===== src/rtl/imsic_msi_tx_axi.sv =====
// AXI4-lite write master delivering MSIs to IMSIC interrupt files.
// Requests {hart, eiid} are queued in a small FIFO. Each one becomes a single
// AXI write to BASE_ADDR + hart*4KiB with data = eiid. Only one write is
// outstanding at a time, and a bad B response is reported with the hart index.
module imsic_msi_tx_axi #(
  parameter int                        AXI_ID_WIDTH   = 32,
  parameter int                        AXI_ADDR_WIDTH = 32,
  parameter int                        HART_IDX_WIDTH = 4,
  parameter int                        FIFO_DEPTH     = 4,
  parameter logic [AXI_ADDR_WIDTH-1:0] BASE_ADDR      = AXI_ADDR_WIDTH'(32'h2400_0000),
  parameter logic [AXI_ID_WIDTH-1:0]   TX_AXI_ID      = '0
) (
  input  logic                      clk,
  input  logic                      rstn,
  input  logic                      req_vld,
  output logic                      req_rdy,
  input  logic [HART_IDX_WIDTH-1:0] req_hart,
  input  logic [10:0]               req_eiid,
  output logic                      awvalid_m,
  input  logic                      awready_m,
  output logic [AXI_ADDR_WIDTH-1:0] awaddr_m,
  output logic [AXI_ID_WIDTH-1:0]   awid_m,
  output logic                      wvalid_m,
  input  logic                      wready_m,
  output logic [31:0]               wdata_m,
  input  logic                      bvalid_m,
  output logic                      bready_m,
  input  logic [AXI_ID_WIDTH-1:0]   bid_m,
  input  logic [1:0]                bresp_m,
  output logic                      err_vld,
  output logic [HART_IDX_WIDTH-1:0] err_hart,
  output logic                      busy
);

  localparam int PTR_W = $clog2(FIFO_DEPTH);
  localparam int CNT_W = PTR_W + 1;

  typedef struct packed {
    logic [HART_IDX_WIDTH-1:0] hart;
    logic [10:0]               eiid;
  } req_t;

  typedef enum logic [1:0] {IDLE, SEND, RESP} state_t;

  req_t                      mem [FIFO_DEPTH];
  logic [PTR_W-1:0]          wr_ptr, rd_ptr;
  logic [CNT_W-1:0]          count;
  state_t                    state;
  logic [HART_IDX_WIDTH-1:0] cur_hart;

  logic                      push, pop, aw_ok, w_ok, b_bad;
  req_t                      head;
  logic [AXI_ADDR_WIDTH-1:0] hart_ext;

  assign req_rdy  = (count != CNT_W'(FIFO_DEPTH));
  // EIID 0 is not a valid identity: such requests are handshaked but never stored
  assign push     = req_vld & req_rdy & (req_eiid != 11'd0);
  assign pop      = (state == IDLE) & (count != '0);
  assign head     = mem[rd_ptr];
  assign hart_ext = AXI_ADDR_WIDTH'(head.hart);
  // A channel is finished once its valid has dropped or is handshaking now
  assign aw_ok    = ~awvalid_m | awready_m;
  assign w_ok     = ~wvalid_m | wready_m;
  assign b_bad    = (bresp_m != 2'b00) | (bid_m != TX_AXI_ID);
  assign awid_m   = TX_AXI_ID;
  assign busy     = (state != IDLE) | (count != '0);

  // FIFO storage; contents need no reset since count gates every read
  always_ff @(posedge clk) begin
    if (push) mem[wr_ptr] <= '{hart: req_hart, eiid: req_eiid};
  end

  // FIFO pointers and occupancy
  always_ff @(posedge clk or negedge rstn) begin
    if (!rstn) begin
      wr_ptr <= '0;
      rd_ptr <= '0;
      count  <= '0;
    end else begin
      if (push) wr_ptr <= wr_ptr + PTR_W'(1);
      if (pop)  rd_ptr <= rd_ptr + PTR_W'(1);
      case ({push, pop})
        2'b10:   count <= count + CNT_W'(1);
        2'b01:   count <= count - CNT_W'(1);
        default: count <= count;
      endcase
    end
  end

  // Transaction FSM with registered AXI and error outputs
  always_ff @(posedge clk or negedge rstn) begin
    if (!rstn) begin
      state     <= IDLE;
      awvalid_m <= 1'b0;
      wvalid_m  <= 1'b0;
      bready_m  <= 1'b0;
      awaddr_m  <= '0;
      wdata_m   <= '0;
      cur_hart  <= '0;
      err_vld   <= 1'b0;
      err_hart  <= '0;
    end else begin
      err_vld <= 1'b0;
      case (state)
        IDLE: begin
          if (pop) begin
            awaddr_m  <= BASE_ADDR + (hart_ext << 12);
            wdata_m   <= {21'b0, head.eiid};
            cur_hart  <= head.hart;
            awvalid_m <= 1'b1;
            wvalid_m  <= 1'b1;
            state     <= SEND;
          end
        end
        SEND: begin
          if (awvalid_m & awready_m) awvalid_m <= 1'b0;
          if (wvalid_m & wready_m)   wvalid_m  <= 1'b0;
          if (aw_ok & w_ok) begin
            bready_m <= 1'b1;
            state    <= RESP;
          end
        end
        RESP: begin
          if (bvalid_m) begin
            bready_m <= 1'b0;
            state    <= IDLE;
            if (b_bad) begin
              err_vld  <= 1'b1;
              err_hart <= cur_hart;
            end
          end
        end
        default: state <= IDLE;
      endcase
    end
  end

endmodule


===== config.mk =====
export PLATFORM = sky130hd
export DESIGN_NAME = imsic_msi_tx_axi
export DESIGN_NICKNAME = d
export VERILOG_FILES = /design/src/rtl/imsic_msi_tx_axi.sv
export SDC_FILE = /design/constraint.sdc
export NUM_CORES = 1
export LEC_CHECK = 0
export CAP_MARGIN = 5
export CELL_PAD_IN_SITES_DETAIL_PLACEMENT = 1
export CELL_PAD_IN_SITES_GLOBAL_PLACEMENT = 1
export CORE_UTILIZATION = 35
export DETAILED_ROUTE_END_ITERATION = 16
export PLACE_DENSITY = 0.92
export SLEW_MARGIN = 20
export SYNTH_ARGS = -nofsm -noshare
export SYNTH_HDL_FRONTEND = slang
export SYNTH_SLANG_ARGS = --single-unit

===== constraint.sdc =====
create_clock -name clk -period 2.55 [get_ports clk]
set_clock_uncertainty 0.15 [all_clocks]
set_input_delay 0.51 -clock clk [delete_from_list [all_inputs] [get_ports clk]]
set_output_delay 0.51 -clock clk [all_outputs]
set_load 0.03 [all_outputs]

==> flow_summary.html, run 1 <==
<table>
<tr><th>Metric</th><th>Value</th></tr>
<tr><th colspan="2">Synth</th></tr>
<tr><td>Avg Cell Area, Syn</td><td>around 14 µm²</td></tr>
<tr><td>Proportion of synthesized chip area in sequential cells</td><td>between 60% and 70%</td></tr>
<tr><td>Synthesized netlist cell count</td><td>between 300 and 400</td></tr>
<tr><td>Leading post-synthesis cells by cell area</td><td>edfxtp_1, dfrtp_1, buf_4, mux4_2, nand2_1</td></tr>
<tr><td>Synth unique cells</td><td>32</td></tr>
<tr><td>Library cell occupying the most area in the post-synthesis netlist</td><td>edfxtp_1</td></tr>
<tr><td>Area fraction of the dominant cell type after synthesis</td><td>between 40% and 50%</td></tr>
<tr><td>Yosys Warn Count</td><td>0</td></tr>
<tr><td>Flip-flop and latch count after synthesis</td><td>just over 90</td></tr>
<tr><td>Mapped cell area</td><td>4270 µm²</td></tr>
<tr><th colspan="2">Cells and area</th></tr>
<tr><td>Leading cell types in the layout, fill and taps excluded</td><td>conb_1, clkdlybuf4s50_1, edfxtp_1</td></tr>
<tr><td>Final cell count without fillers</td><td>between 500 and 600</td></tr>
<tr><td>Share of post-route cells with drive strength above 1</td><td>15.1%</td></tr>
<tr><td>Layout net count</td><td>between 400 and 500</td></tr>
<tr><td>Leading cell type in the layout, fill and taps excluded</td><td>conb_1</td></tr>
<tr><td>Syn-to-layout area delta</td><td>27.2%</td></tr>
<tr><td>Final antenna diode count</td><td>0</td></tr>
<tr><th colspan="2">Power and ir drop</th></tr>
<tr><td>Switching power total</td><td>between 2 and 2.5 mW</td></tr>
<tr><td>Register share of total power</td><td>38.2%</td></tr>
<tr><td>Share of total power in the clock network</td><td>21.8%</td></tr>
<tr><td>Total power</td><td>between 6 and 7 mW</td></tr>
<tr><td>Reported leakage power</td><td>2.25 nW</td></tr>
<tr><td>Worst-case vdd ir drop</td><td>around 0.00066 V</td></tr>
<tr><td>Internal power consumption</td><td>3.91 mW</td></tr>
<tr><td>Switching share of total power</td><td>36.0%</td></tr>
<tr><td>Pwr dens</td><td>1120 nW/µm²</td></tr>
<tr><td>Fraction of power consumed by combinational cells</td><td>around two fifths</td></tr>
<tr><th colspan="2">Drt</th></tr>
<tr><td>Drt total wl</td><td>9260 µm</td></tr>
<tr><td>Detailed-route DRC error count</td><td>0</td></tr>
<tr><td>Detailed-route via count</td><td>2500</td></tr>
<tr><td>Number of detailed-route iterations in the first pass</td><td>4</td></tr>
<tr><td>Detail-routed net length per standard cell</td><td>between 15 and 20 µm</td></tr>
<tr><td>DRC marker count from the first detailed-route iteration</td><td>120</td></tr>
<tr><td>Number of nets still failing antenna checks after routing</td><td>0</td></tr>
<tr><td>Routed vias/inst</td><td>between 4 and 5</td></tr>
<tr><th colspan="2">STA</th></tr>
<tr><td>RSZ-0062 raised after global routing</td><td>no</td></tr>
<tr><td>Worst slew slack as a fraction of its limit</td><td>approximately half</td></tr>
<tr><td>Total count of hold-check failures in the final report</td><td>0</td></tr>
<tr><td>Final Setup Violations</td><td>0</td></tr>
<tr><td>Post-Route Hold Slack</td><td>336 ps</td></tr>
<tr><td>Fraction of the cycle the final worst path needs</td><td>96.4%</td></tr>
<tr><td>Transition time of the tightest slew-check pin</td><td>roughly 750 ps</td></tr>
<tr><td>Max-slew violations</td><td>0</td></tr>
<tr><td>Final min period</td><td>2460 ps</td></tr>
<tr><td>Highest clock rate</td><td>roughly 410 MHz</td></tr>
<tr><td>Total negative slack</td><td>0 ps</td></tr>
<tr><td>Post-layout worst setup margin</td><td>around 91 ps</td></tr>
<tr><th colspan="2">Floorplanning</th></tr>
<tr><td>Horizontal die dimension</td><td>112 µm</td></tr>
<tr><td>Height of the die</td><td>112 µm</td></tr>
<tr><td>Initial standard-cell utilization of the core</td><td>36.6%</td></tr>
<tr><td>Total number of placement rows</td><td>39</td></tr>
<tr><td>Top-level port count</td><td>between 150 and 200</td></tr>
<tr><td>Area of the core</td><td>between 10000 and 15000 µm²</td></tr>
<tr><td>Area of the die</td><td>roughly 13000 µm²</td></tr>
<tr><th colspan="2">Placed design</th></tr>
<tr><td>HPWL after detailed placement</td><td>a little under 7000 µm</td></tr>
<tr><td>Number of cells in the design after placement</td><td>between 500 and 600</td></tr>
<tr><td>Worst slack at placement</td><td>-455 ps</td></tr>
<tr><td>Count of input and output buffers</td><td>81</td></tr>
<tr><td>Final GP Congestion</td><td>slightly above 0.7</td></tr>
<tr><th colspan="2">Clocking</th></tr>
<tr><td>Clock insertion delay at the later pin of the skew report</td><td>around 340 ps</td></tr>
<tr><td>Number of buffers created by CTS</td><td>9</td></tr>
<tr><td>Htree depth</td><td>3</td></tr>
<tr><td>Buffers from clock root to sink, at most</td><td>2</td></tr>
<tr><td>Cts hold-fix bufs</td><td>0</td></tr>
<tr><td>Clk root buf</td><td>clkbuf_16</td></tr>
<tr><td>Buffers inserted by post-CTS timing repair</td><td>0</td></tr>
<tr><td>Clock input transition at the sequential cells of the worst setup and hold paths</td><td>60 ps</td></tr>
<tr><td>Sink Count</td><td>93</td></tr>
<tr><td>Clock tree from TritonCTS</td><td>done</td></tr>
<tr><th colspan="2">Global routing</th></tr>
<tr><td>Number of antenna violations at the first check in global routing</td><td>0</td></tr>
<tr><td>Maximum number of pins on one net before global-route repair</td><td>34</td></tr>
<tr><td>Overall routing resource usage</td><td>between 10% and 20%</td></tr>
<tr><td>First-pass GRT wire length</td><td>14200 µm</td></tr>
<tr><td>Number of global-route vias before repair</td><td>2597</td></tr>
<tr><td>Overflow left after global routing</td><td>0</td></tr>
<tr><th colspan="2">Flow run</th></tr>
<tr><td>Number of violations of the max-capacitance limit</td><td>0</td></tr>
<tr><th colspan="2">Setup path</th></tr>
<tr><td>Critical path endpoint category</td><td>primary output</td></tr>
<tr><td>Critical path class</td><td>register to primary output</td></tr>
<tr><td>CP Launch Type</td><td>register</td></tr>
<tr><td>Peak fanout along the critical path</td><td>4</td></tr>
<tr><td>Worst EP required</td><td>1890 ps</td></tr>
<tr><td>Endpoint arrival time on the critical path</td><td>between 1500 and 2000 ps</td></tr>
<tr><th colspan="2">Run status</th></tr>
<tr><td>Run status</td><td>completed</td></tr>
<tr><th colspan="2">Min path</th></tr>
<tr><td>Kind of path behind the tightest hold check</td><td>register to register</td></tr>
</table>
==> metal layers <==
| metal | track usage (%) | share of wire [%] |
|---|---|---|
| met1 | 16.6 | 37 |
| met2 | 28.8 | 56 |
| met3 | 3.24 | 6.1 |
| met4 | 5.33 | 1.1 |
| met5 | 0 | 0 |
==> state kept, by name, summed over array words and instances (netlist names) <==
signal,flops
err_hart,4
wvalid_m,1
err_vld,1
rd_ptr,2
cur_hart,3
bready_m,1
wr_ptr,2
state,2
wdata_m,11
awvalid_m,1
count,3
awaddr_m,2
mem,60
==> synthesized netlist by cell type, drive strengths merged <==
| cell | n |
|---|---|
| xnor2 | 4 |
| conb | 1 |
| inv | 9 |
| nand2b | 2 |
| edfxtp | 60 |
| xor2 | 2 |
| mux2 | 5 |
| dfrtp | 33 |
| and3b | 1 |
| nor4 | 10 |
| a31oi | 1 |
| nor2 | 4 |
| clkbuf | 3 |
| nand2 | 51 |
| o21ba | 1 |
| mux4 | 15 |
| nor2b | 2 |
| and2 | 4 |
| nand3 | 1 |
| a22oi | 2 |
| or3b | 1 |
| a21o | 1 |
| o22ai | 1 |
| mux2i | 1 |
| clkinv | 1 |
| buf | 84 |
| fa | 1 |
| nand4 | 1 |
| o31ai | 1 |
| nor3 | 2 |
| ha | 5 |
==> critical path, cell delays in order (launching register included) <==
cell and delay [ps]:
dfrtp_1 420, or3b_1 440, clkdlybuf4s50_1 610
==> repair_timing <==
action,in CTS,in global routing
resized for setup,2,10
pin swaps,1,4
setup endpoints to repair,1,1
==> worst paths after layout <==
path | from | end | slack (ps) | cells after the start
max in group asynchronous | rstn | err_hart[0] | 1410 | 2
max | count[0] | req_rdy | 90 | 2
max reg2reg | count[0] | count[2] | 150 | 10
min in group asynchronous | rstn | wr_ptr[1] | 490 | 2
min | wdata_m[0] | wdata_m[0] | 340 | 2
min reg2reg | wdata_m[0] | wdata_m[0] | 340 | 2
==> area by class of cell <==
| class | count | area [µm²] |
|---|---|---|
| multi-input cells | 198 | 1300 |
| fillers | 1234 | 6230 |
| flip-flops and latches | 93 | 2630 |
| inverters | 10 | 37.5 |
| repair buffers | 100 | 997 |
| clock buffers | 12 | 246 |
| well taps | 143 | 179 |
| clock inverters | 4 | 48.8 |
==> power by group through the flow <==
stage	Sequential, mW	Combinational, mW	Clock, mW
5_1_grt	2.39	2.67	1.40
3_5_place_dp	2.37	2.46	0
6_report	2.33	2.44	1.33
2_1_floorplan	2.60	1.36	0
4_1_cts	2.35	2.48	1.36
3_3_place_gp	2.32	2.35	0
==> stage by stage <==
stage / cell area, µm² / utilization, %
2_1_floorplan: 4570 / -
3_3_place_gp: 5100 / 43.7
3_5_place_dp: 5100 / 43.7
4_1_cts: 5400 / 46.3
5_1_grt: 5440 / 46.6
6_report: 5440 / 46.6
==> logic make-up after synthesis <==
| group | synth area share [%] |
|---|---|
| xor gates and xnor gates | 1.23 |
| adders and majority gates | 1.93 |
| AOI/OAI and AO/OA | 1.70 |
| other | 0.0878 |
| DFF | 61.5 |
| and+or+nand+nor | 8.37 |
| muxes | 9.46 |
| buffers and inverters | 15.7 |
Power figures use the tool's default switching activity.
==> run 2: changes to the inputs <==
--- a/config.mk
+++ b/config.mk
@@ -11,6 +11,7 @@
 export CORE_UTILIZATION = 35
 export DETAILED_ROUTE_END_ITERATION = 16
 export PLACE_DENSITY = 0.92
+export SKIP_LAST_GASP = 1
 export SLEW_MARGIN = 20
 export SYNTH_ARGS = -nofsm -noshare
 export SYNTH_HDL_FRONTEND = slang
==> run 2 against run 1 <==
- via count shrank 0.48%
- utilization about the same
- global-route usage unchanged
- highest routed layer unchanged
==> flow_summary.html, run 2 (same netlist as run 1, synthesis figures left out) <==
<table>
<tr><th>Metric</th><th>Value</th></tr>
<tr><th colspan="2">Run status</th></tr>
<tr><td>Run status</td><td>completed</td></tr>
<tr><th colspan="2">Global routing</th></tr>
<tr><td>Number of antenna violations at the first check in global routing</td><td>0 (unchanged)</td></tr>
<tr><td>Maximum number of pins on one net before global-route repair</td><td>34 (unchanged)</td></tr>
<tr><td>Overall routing resource usage</td><td>15.2% (unchanged)</td></tr>
<tr><td>First-pass GRT wire length</td><td>14200 µm (unchanged)</td></tr>
<tr><td>Number of global-route vias before repair</td><td>2597 (unchanged)</td></tr>
<tr><td>Overflow left after global routing</td><td>0 (unchanged)</td></tr>
<tr><th colspan="2">STA</th></tr>
<tr><td>RSZ-0062 raised after global routing</td><td>yes</td></tr>
<tr><td>Worst slew slack as a fraction of its limit</td><td>50.0% (-0.29 points)</td></tr>
<tr><td>Transition time of the tightest slew-check pin</td><td>751 ps (+4.38 ps)</td></tr>
<tr><td>Fraction of the cycle the final worst path needs</td><td>96.4% (about the same)</td></tr>
<tr><td>Final min period</td><td>2460 ps (+0.462 ps)</td></tr>
<tr><td>Total count of hold-check failures in the final report</td><td>0 (unchanged)</td></tr>
<tr><td>Final Setup Violations</td><td>0 (unchanged)</td></tr>
<tr><td>Post-layout worst setup margin</td><td>90.9 ps (-0.462 ps)</td></tr>
<tr><td>Max-slew violations</td><td>0 (unchanged)</td></tr>
<tr><td>Highest clock rate</td><td>407 MHz (about the same)</td></tr>
<tr><th colspan="2">Setup path</th></tr>
<tr><td>Top delay family on crit path</td><td>buffers and inverters</td></tr>
<tr><td>Critical path class</td><td>register to primary output</td></tr>
<tr><td>Cell-by-cell listing of the critical path</td><td>or3b_1 &gt; clkdlybuf4s50_1</td></tr>
<tr><td>Peak fanout along the critical path</td><td>4 (unchanged)</td></tr>
<tr><td>Worst EP required</td><td>1890 ps (about the same)</td></tr>
<tr><td>Endpoint arrival time on the critical path</td><td>1800 ps (about the same)</td></tr>
<tr><td>Critical path endpoint category</td><td>primary output</td></tr>
<tr><td>CP Launch Type</td><td>register</td></tr>
<tr><td>Max stage delay on crit path</td><td>610 ps (about the same)</td></tr>
<tr><td>Worst path buffer plus inverter count</td><td>1 (unchanged)</td></tr>
<tr><td>CP max stage cell</td><td>clkdlybuf4s50_1</td></tr>
<tr><td>Reg-to-reg slack, setup</td><td>150 ps (about the same)</td></tr>
<tr><th colspan="2">Flow run</th></tr>
<tr><td>Number of violations of the max-capacitance limit</td><td>0 (unchanged)</td></tr>
<tr><th colspan="2">Placed design</th></tr>
<tr><td>Number of cells in the design after placement</td><td>544 (unchanged)</td></tr>
<tr><td>HPWL after detailed placement</td><td>6780 µm (unchanged)</td></tr>
<tr><td>Count of input and output buffers</td><td>81 (unchanged)</td></tr>
<tr><td>Final GP Congestion</td><td>0.722 (unchanged)</td></tr>
<tr><td>Worst slack at placement</td><td>-455 ps (unchanged)</td></tr>
<tr><th colspan="2">Drt</th></tr>
<tr><td>Detail-routed net length per standard cell</td><td>16.5 µm (-0.14%)</td></tr>
<tr><td>DRC marker count from the first detailed-route iteration</td><td>118 (-1.7%)</td></tr>
<tr><td>Number of nets still failing antenna checks after routing</td><td>0 (unchanged)</td></tr>
<tr><td>Routed vias/inst</td><td>4.44 (-0.48%)</td></tr>
<tr><td>Number of detailed-route iterations in the first pass</td><td>4 (unchanged)</td></tr>
<tr><td>Detailed-route DRC error count</td><td>0 (unchanged)</td></tr>
<tr><td>Detailed-route via count</td><td>2488 (-0.48%)</td></tr>
<tr><td>Drt total wl</td><td>9240 µm (-0.14%)</td></tr>
<tr><th colspan="2">Power and ir drop</th></tr>
<tr><td>Pwr dens</td><td>1130 nW/µm² (+0.12%)</td></tr>
<tr><td>Reported leakage power</td><td>2.25 nW (about the same)</td></tr>
<tr><td>Worst-case vdd ir drop</td><td>0.000663 V (about the same)</td></tr>
<tr><th colspan="2">Floorplanning</th></tr>
<tr><td>Height of the die</td><td>112 µm (unchanged)</td></tr>
<tr><td>Area of the die</td><td>12700 µm² (unchanged)</td></tr>
<tr><td>Horizontal die dimension</td><td>112 µm (unchanged)</td></tr>
<tr><td>Initial standard-cell utilization of the core</td><td>36.6% (unchanged)</td></tr>
<tr><td>Area of the core</td><td>11700 µm² (unchanged)</td></tr>
<tr><td>Total number of placement rows</td><td>39 (unchanged)</td></tr>
<tr><td>Top-level port count</td><td>161 (unchanged)</td></tr>
<tr><th colspan="2">Clocking</th></tr>
<tr><td>Buffers from clock root to sink, at most</td><td>2 (unchanged)</td></tr>
<tr><td>Number of buffers created by CTS</td><td>9 (unchanged)</td></tr>
<tr><td>Clk root buf</td><td>clkbuf_16</td></tr>
<tr><td>Clock tree from TritonCTS</td><td>done</td></tr>
<tr><td>Cts hold-fix bufs</td><td>0 (unchanged)</td></tr>
<tr><td>Htree depth</td><td>3 (unchanged)</td></tr>
<tr><td>Clock insertion delay at the later pin of the skew report</td><td>340 ps (about the same)</td></tr>
<tr><td>Clock input transition at the sequential cells of the worst setup and hold paths</td><td>60 ps (about the same)</td></tr>
<tr><td>Sink Count</td><td>93 (unchanged)</td></tr>
<tr><th colspan="2">Cells and area</th></tr>
<tr><td>Final cell count without fillers</td><td>560 (unchanged)</td></tr>
<tr><td>Fill cell count</td><td>1235 (+0.081%)</td></tr>
<tr><td>Syn-to-layout area delta</td><td>27.1% (about the same)</td></tr>
<tr><td>Layout net count</td><td>473 (unchanged)</td></tr>
<tr><td>Leading cell type in the layout, fill and taps excluded</td><td>conb_1</td></tr>
<tr><td>Most flops, register</td><td>mem</td></tr>
<tr><td>Final antenna diode count</td><td>0 (unchanged)</td></tr>
<tr><td>Number of flip-flops under the largest register name</td><td>60 (unchanged)</td></tr>
<tr><td>Share of post-route cells with drive strength above 1</td><td>14.9% (-0.24 points)</td></tr>
<tr><td>Top Registers</td><td>mem (60), wdata_m (11), err_hart (4)</td></tr>
<tr><td>Leading cell types in the layout, fill and taps excluded</td><td>conb_1, clkdlybuf4s50_1, edfxtp_1</td></tr>
<tr><th colspan="2">Min path</th></tr>
<tr><td>Kind of path behind the tightest hold check</td><td>register to register</td></tr>
</table>
[run 2: cell count changes in the layout (fill, tap and decap cells not counted)]
cell	before	now
nor3_1	1	2
nor3_2	1	0
[run 2: area by class of cell]
cell class | count | area, µm² | area share, %
multi-input combinational | 198 | 1290 | 23.8
clock buffer | 12 | 246 | 4.54
tap | 143 | 179 | 3.29
inverter | 10 | 37.5 | 0.691
clock inverter | 4 | 48.8 | 0.899
timing repair buffer | 100 | 997 | 18.4
sequential | 93 | 2630 | 48.4
[run 2: repair_timing]
item / 4_1_cts / 5_1_grt
setup endpoints to repair: 1 / 1
setup buffers: 0 / 0
cloned: 0 / 0
pin swaps: 1 / 4
resized for setup: 2 / 9
[run 2: layer usage]
metal / vias to the layer above / GRT usage, % / part of all wire [%]
met5: - / 0 / 0
met4: 0 / 5.33 / 1.1
met3: 8 / 3.24 / 6.0
met2: 126 / 28.8 / 56
met1: 1238 / 16.6 / 37
li1: 1116 / - / -
[run 2: per-stage QoR]
step	hold slack, ps	util, %	setup TNS, ps	total power [mW]	instance area (µm²)
3_5_place_dp	322	43.7	-5040	4.83	5100
6_report	336	46.6	0	6.11	5430
2_1_floorplan	64.4	-	0	3.96	4570
4_1_cts	339	46.3	0	6.18	5400
3_3_place_gp	311	43.7	-2420	4.67	5100
5_1_grt	360	46.6	0	6.45	5430
[run 2: worst min-delay path: stages, from the launching register on]
cell and delay, ps:
dfrtp_1 340, nand2_1 60, nand2_1 60
[run 2: power by group]
group,internal [mW],switching (mW),leakage (nW)
sequential,2.08,0.254,0.946
clock,0.786,0.545,0.147
combinational,1.05,1.40,1.16
[run 2: final timing paths]
path	end	cells past startpoint	from
min in group asynchronous	wr_ptr[1]	2	rstn
min	wdata_m[0]	2	wdata_m[0]
max	req_rdy	2	count[0]
max reg2reg	count[2]	10	count[0]
max in group asynchronous	err_hart[0]	2	rstn
min reg2reg	wdata_m[0]	2	wdata_m[0]
==> run 3: changes to the inputs <==
--- a/config.mk
+++ b/config.mk
@@ -10,6 +10,7 @@
 export CELL_PAD_IN_SITES_GLOBAL_PLACEMENT = 1
 export CORE_UTILIZATION = 35
 export DETAILED_ROUTE_END_ITERATION = 16
+export HOLD_SLACK_MARGIN = 0.1
 export PLACE_DENSITY = 0.92
 export SKIP_LAST_GASP = 1
 export SLEW_MARGIN = 20
==> results of run 3 <==
Final layout, timing and power as in run 2 (identical DEF).
